`src/rtl/oled_pkg.sv`:
```
// Shared types and defaults for the OLED SPI byte responder.
package oled_pkg;

    typedef enum logic [2:0] {
        IDLE,
        SETUP,
        SHIFT,
        GAP,
        DONE
    } oled_state_e;

    localparam int unsigned SCLK_HALF_DEF = 5;
    localparam int unsigned CS_GAP_DEF    = 2;
    localparam logic        OLED_CMD      = 1'b0;
    localparam logic        OLED_DATA     = 1'b1;

endpackage

```
`src/rtl/oled_spi_clk_div.sv`:
```
// SCLK half-period tick generator; restarts its count whenever enable rises.
module oled_spi_clk_div
    import oled_pkg::*;
#(
    parameter int unsigned SCLK_HALF = SCLK_HALF_DEF
) (
    input  logic clk_i,
    input  logic rst_ni,
    input  logic enable_i,
    output logic tick_o
);

    localparam logic [7:0] RELOAD = 8'(SCLK_HALF - 1);

    logic [7:0] cnt_q, cnt_d;
    logic       en_q;

    always_ff @(posedge clk_i or negedge rst_ni) begin
        if (!rst_ni) begin
            cnt_q <= RELOAD;
            en_q  <= 1'b0;
        end else begin
            cnt_q <= cnt_d;
            en_q  <= enable_i;
        end
    end

    // The enable-rise cycle only reloads; counting starts the cycle after.
    always_comb begin
        tick_o = 1'b0;
        cnt_d  = RELOAD;
        if (enable_i && en_q) begin
            if (cnt_q == '0) begin
                tick_o = 1'b1;
            end else begin
                cnt_d = cnt_q - 8'd1;
            end
        end
    end

endmodule

```
`src/rtl/oled_spi_byte_responder.sv`:
```
// Byte handshake responder: shifts one accepted byte MSB-first to the SSD1306 over SPI mode 3.
module oled_spi_byte_responder
    import oled_pkg::*;
#(
    parameter int unsigned SCLK_HALF = SCLK_HALF_DEF,
    parameter int unsigned CS_GAP    = CS_GAP_DEF
) (
    input  logic       clock,
    input  logic       reset_n,
    input  logic [7:0] send_data,
    input  logic       send_dc_n,
    input  logic       send_data_valid,
    output logic       send_done,
    output logic       busy,
    output logic       oled_spi_clk,
    output logic       oled_spi_data,
    output logic       oled_spi_cs_n,
    output logic       oled_dc_n
);

    localparam logic [7:0] GAP_RELOAD = 8'(CS_GAP - 1);

    oled_state_e state_q, state_d;
    logic [7:0]  shreg_q, shreg_d;
    logic [2:0]  bit_q, bit_d;
    logic [7:0]  gap_q, gap_d;
    logic        sclk_q, sclk_d;
    logic        mosi_q, mosi_d;
    logic        csn_q, csn_d;
    logic        dcn_q, dcn_d;
    logic        done_q, done_d;
    logic        busy_q, busy_d;
    logic        tick;
    logic        last_edge;

    oled_spi_clk_div #(
        .SCLK_HALF(SCLK_HALF)
    ) u_clk_div (
        .clk_i   (clock),
        .rst_ni  (reset_n),
        .enable_i((state_q == SETUP) || (state_q == SHIFT)),
        .tick_o  (tick)
    );

    assign last_edge = tick && sclk_q && (bit_q == 3'd7);

    always_ff @(posedge clock or negedge reset_n) begin
        if (!reset_n) begin
            state_q <= IDLE;
            shreg_q <= '0;
            bit_q   <= '0;
            gap_q   <= '0;
            sclk_q  <= 1'b1;
            mosi_q  <= 1'b0;
            csn_q   <= 1'b1;
            dcn_q   <= OLED_DATA;
            done_q  <= 1'b0;
            busy_q  <= 1'b0;
        end else begin
            state_q <= state_d;
            shreg_q <= shreg_d;
            bit_q   <= bit_d;
            gap_q   <= gap_d;
            sclk_q  <= sclk_d;
            mosi_q  <= mosi_d;
            csn_q   <= csn_d;
            dcn_q   <= dcn_d;
            done_q  <= done_d;
            busy_q  <= busy_d;
        end
    end

    always_comb begin
        state_d = state_q;
        case (state_q)
            IDLE:    if (send_data_valid) state_d = SETUP;
            SETUP:   if (tick) state_d = SHIFT;
            SHIFT:   if (last_edge) state_d = (CS_GAP == 0) ? DONE : GAP;
            GAP:     if (gap_q == '0) state_d = DONE;
            DONE:    if (!send_data_valid) state_d = IDLE;
            default: state_d = IDLE;
        endcase
    end

    always_comb begin
        shreg_d = shreg_q;
        bit_d   = bit_q;
        gap_d   = gap_q;
        sclk_d  = sclk_q;
        mosi_d  = mosi_q;
        csn_d   = csn_q;
        dcn_d   = dcn_q;
        done_d  = done_q;
        busy_d  = busy_q;
        case (state_q)
            IDLE: begin
                if (send_data_valid) begin
                    shreg_d = send_data;
                    dcn_d   = send_dc_n;
                    csn_d   = 1'b0;
                    mosi_d  = send_data[7];
                    sclk_d  = 1'b1;
                    busy_d  = 1'b1;
                    bit_d   = '0;
                end
            end
            SETUP: begin
                if (tick) begin
                    sclk_d = 1'b0;
                    bit_d  = '0;
                end
            end
            SHIFT: begin
                // Falling edge advances MOSI; bit7 was driven at acceptance.
                if (tick) begin
                    if (!sclk_q) begin
                        sclk_d = 1'b1;
                    end else if (bit_q == 3'd7) begin
                        csn_d  = 1'b1;
                        bit_d  = '0;
                        gap_d  = GAP_RELOAD;
                        done_d = (CS_GAP == 0);
                    end else begin
                        sclk_d  = 1'b0;
                        bit_d   = bit_q + 3'd1;
                        shreg_d = {shreg_q[6:0], 1'b0};
                        mosi_d  = shreg_q[6];
                    end
                end
            end
            GAP: begin
                if (gap_q == '0) begin
                    done_d = 1'b1;
                end else begin
                    gap_d = gap_q - 8'd1;
                end
            end
            DONE: begin
                if (!send_data_valid) begin
                    done_d = 1'b0;
                    busy_d = 1'b0;
                end
            end
            default: ;
        endcase
    end

    assign send_done     = done_q;
    assign busy          = busy_q;
    assign oled_spi_clk  = sclk_q;
    assign oled_spi_data = mosi_q;
    assign oled_spi_cs_n = csn_q;
    assign oled_dc_n     = dcn_q;

endmodule
```
`config.mk`:
```
export PLATFORM = sky130hd
export DESIGN_NAME = oled_spi_byte_responder
export DESIGN_NICKNAME = d
export VERILOG_FILES = /design/src/rtl/oled_pkg.sv /design/src/rtl/oled_spi_clk_div.sv /design/src/rtl/oled_spi_byte_responder.sv
export SDC_FILE = /design/constraint.sdc
export NUM_CORES = 1
export LEC_CHECK = 0
export CAP_MARGIN = 20
export CELL_PAD_IN_SITES_DETAIL_PLACEMENT = 0
export CELL_PAD_IN_SITES_GLOBAL_PLACEMENT = 1
export CORE_AREA = 2 2 67 69
export DETAILED_ROUTE_END_ITERATION = 7
export DIE_AREA = 0 0 69 71
export PLACE_DENSITY = 0.78
export SLEW_MARGIN = 25
export SYNTH_ARGS = -nofsm -noshare
export SYNTH_HDL_FRONTEND = slang
export SYNTH_SLANG_ARGS = --single-unit
```
`constraint.sdc`:
```
create_clock -name clock -period 3.97 [get_ports clock]
set_input_delay 0.794 -clock clock [delete_from_list [all_inputs] [get_ports clock]]
set_output_delay 0.794 -clock clock [all_outputs]
set_load 0.05 [all_outputs]
```
==> flow_metrics.py <==
metrics = {
    "drt": {
        "viasPerCell": 5.73,
        "dr.pass1.iters": 4,
        "ant_nets": 0,
        "drtIter0Drc": 79,
        "wl_per_cell_um": 14.7,
        "drc": 0,
        "drt_wl_total_um": 3770,
        "vias": 1466,
    },
    "cells_and_area": {
        "design_area_mm2": 0.00226,
        "fin_util_pct": 53.8,
        "drive_above_1_share_pct": 20.1,
        "area_growth_pct": 15.6,
        "n_antenna_cell": 0,
        "final_nets": 221,
    },
    "setup_path": {
        "critPathTopFamily": "simple AND/OR/NAND/NOR gates",
        "crit_arrival_ns": 2.68,
        "reg2reg_to": "gap_q[5]$_DFFE_PN0P_",
        "worst-r2r-setup-slack_ns": 1.76,
        "crit_buf_inv": 1,
        "reg2reg_from": "gap_q[0]$_DFFE_PN0P_",
        "cp_cell_sequence": "clkdlybuf4s50_1, nor4b_1, a31o_2, mux2_2",
        "worstSetupStartpointType": "input pin",
        "worst_path_max_delay_cell": "nor4b_1",
        "endpoint_kind": "register",
        "path_max_fanout": 8,
        "max_stage_delay_ns": 0.60,
        "path_class": "in -> reg",
        "reg2regPathDepth": 6,
        "worst_ep_required_time_ns": 4.14,
    },
    "sta": {
        "post-route-period-util_pct": 63.4,
        "tightest_slew_ns": 0.728,
        "fmax_mhz": 398,
        "tns_ns": 0,
        "setup-violations-final": 0,
        "skew_ns": 0.00567,
        "drv_slew": 0,
        "setup_slack_ns": 1.45,
        "hold_violations": 0,
        "relSlewSlack_pct": 50.8,
        "rsz0062_at_grt": "no",
        "period_needed_ns": 2.52,
    },
    "global_route": {
        "grt-ovfl-total": 0,
        "antenna_found_initial": 0,
        "grt_max_degree": 37,
        "grt_pass1_vias": 1473,
        "grt_pass1_wl_um": 6740,
        "track_usage_pct": 17.3,
    },
    "min_path": {
        "hold_class": "reg -> reg",
        "hp-start": "u_clk_div.cnt_q[0]$_DFF_PN0_",
        "min_to": "u_clk_div.cnt_q[0]$_DFF_PN0_",
        "whs_path_depth": 1,
    },
    "synth": {
        "synth_ff_type": "dfrtp_1",
        "syn_inst": 183,
        "synthMostInstantiatedCell": "dfrtp_1",
        "synth.distinct_cells": 47,
        "synthArstFlopShare_pct": 100,
        "syn_area_mm2": 0.00196,
        "ys_seq_area_share_pct": 46.3,
        "synth_area_leaders": "dfrtp_1 (41%), mux2_2 (9.2%), dfstp_2 (5.4%), ha_1 (3.8%), o21ai_0 (3.1%)",
        "synth_edf_count": 0,
        "syn_nets": 201,
        "syn_area_per_cell_um2": 10.7,
        "synthTopCellsByCount": "dfrtp_1 (32), mux2_2 (16), nor2_1 (16)",
        "synth_top_area_share_pct": 40.9,
        "yosysWarningCount": 0,
        "ys_ff_latch": 36,
        "yosysTopAreaCell": "dfrtp_1",
    },
    "floorplan": {
        "die_y_um": 71,
        "std_cell_rows": 24,
        "io_pins": 18,
        "die-area_mm2": 0.00490,
        "die_x_um": 69,
        "initial_core_util_pct": 46.5,
        "coreArea_mm2": 0.00420,
    },
    "placed_design": {
        "hpwl_um": 2780,
        "io_buffer_count": 17,
        "place_ws_ns": 1.17,
        "placed_area_mm2": 0.00217,
        "gp_congestion": 0.801,
    },
    "clock_network": {
        "tritoncts": "yes",
        "clk_latency_ns": 0.29,
        "clock_path_buffers": 2,
        "h-tree-depth": 2,
        "clock-sinks": 36,
        "post_cts_buffers": 0,
        "clk_pin_slew_ns": 0.06,
        "ctsHoldBuffers": 0,
        "cts-buffers-inserted": 5,
        "root_buffer": "clkbuf_8",
        "post_cts_resized": 0,
    },
    "power_and_ir_drop": {
        "p_per_area_mw_per_mm2": 293,
        "power_uw": 663,
        "p_sw_uw": 136,
        "switching_share_pct": 20.6,
        "internal_power_uw": 526,
        "pwr-share-comb_pct": 4.4,
        "leakage_nw": 1.03,
        "pwr-share-clk_pct": 39.6,
        "seqPwrFrac_pct": 56.0,
        "max-vdd-ir-drop_mv": 0.241,
    },
    "status": {
        "outcome": "complete, no violations",
    },
    "run": {
        "maxCapViolCount": 0,
    },
}
==> routing by layer <==
metal | global-route usage, % | part of all wire, % | routed length (µm) | up-vias
met1 | 21.4 | 44 | 1650 | 715
met2 | 29.4 | 51 | 1920 | 30
li1 | - | - | - | 715
met4 | 8.06 | 1.8 | 69 | 0
met3 | 3.13 | 3.5 | 133 | 6
met5 | 0 | 0 | 0 | -
==> registers in the layout, indices dropped and copies added (netlist names), 3 cells and up <==
register and count:
bit_q 3, u_clk_div.cnt_q 8, shreg_q 7, state_q 3, gap_q 8
==> kinds of logic after synthesis <==
logic type,count (synthesis),share of synthesized area [%]
xor+xnor,5,2.24
compound gates,40,14.8
flops,36,46.3
buf+inv,14,3.13
simple gates,64,19.5
mux,18,10.2
fa+ha+maj,6,3.84
==> worst max path at each step <==
stage	startpoint	to	slack, ns	cells after the start
finish	send_data_valid	shreg_q[5]$_DFFE_PN0P_	1.45	4
global route	send_data_valid	shreg_q[6]$_DFFE_PN0P_	1.30	4
global placement	send_data_valid	shreg_q[1]$_DFFE_PN0P_	1.21	4
floorplan	oled_spi_clk$_DFFE_PN1P_	oled_spi_data$_DFFE_PN0P_	1.95	4
detailed placement	send_data_valid	shreg_q[5]$_DFFE_PN0P_	1.17	4
CTS	oled_spi_clk$_DFFE_PN1P_	oled_spi_clk	1.47	1
==> cell usage in the layout, fill, tap and decap left out, types with 4 or more instances in the layout <==
master and n:
dfstp_2 4, inv_1 9, ha_1 6, clkbuf_8 6, clkdlybuf4s50_1 17, nand3_1 5, nor2_1 16, o21ai_0 12
a21oi_1 7, mux2_2 16, nand2_1 11, dfrtp_1 32
==> metrics by stage <==
stage | instances | hold slack (ns)
4_1_cts | 256 | 0.453
3_5_place_dp | 248 | 0.443
6_report | 256 | 0.449
3_3_place_gp | 248 | 0.441
2_1_floorplan | 183 | 0.427
5_1_grt | 256 | 0.499
==> power by group through the flow <==
stage	Combinational, mW	Clock (mW)	Sequential, mW
detailed placement	0.0303	0	0.378
finish	0.0293	0.262	0.371
global route	0.0322	0.291	0.371
CTS	0.0304	0.271	0.371
global placement	0.0295	0	0.378
floorplan	0.00409	0	0.382
==> cell type report <==
class                   instances  area (µm²)
fillers                       367        1940
repair buffers                 18         178
multi-input cells             133         990
well taps                      52        65.1
flip-flops and latches         36         906
inverters                       9        33.8
clock buffers                   8        90.1
No activity file was read; power rests on OpenSTA's default activity.
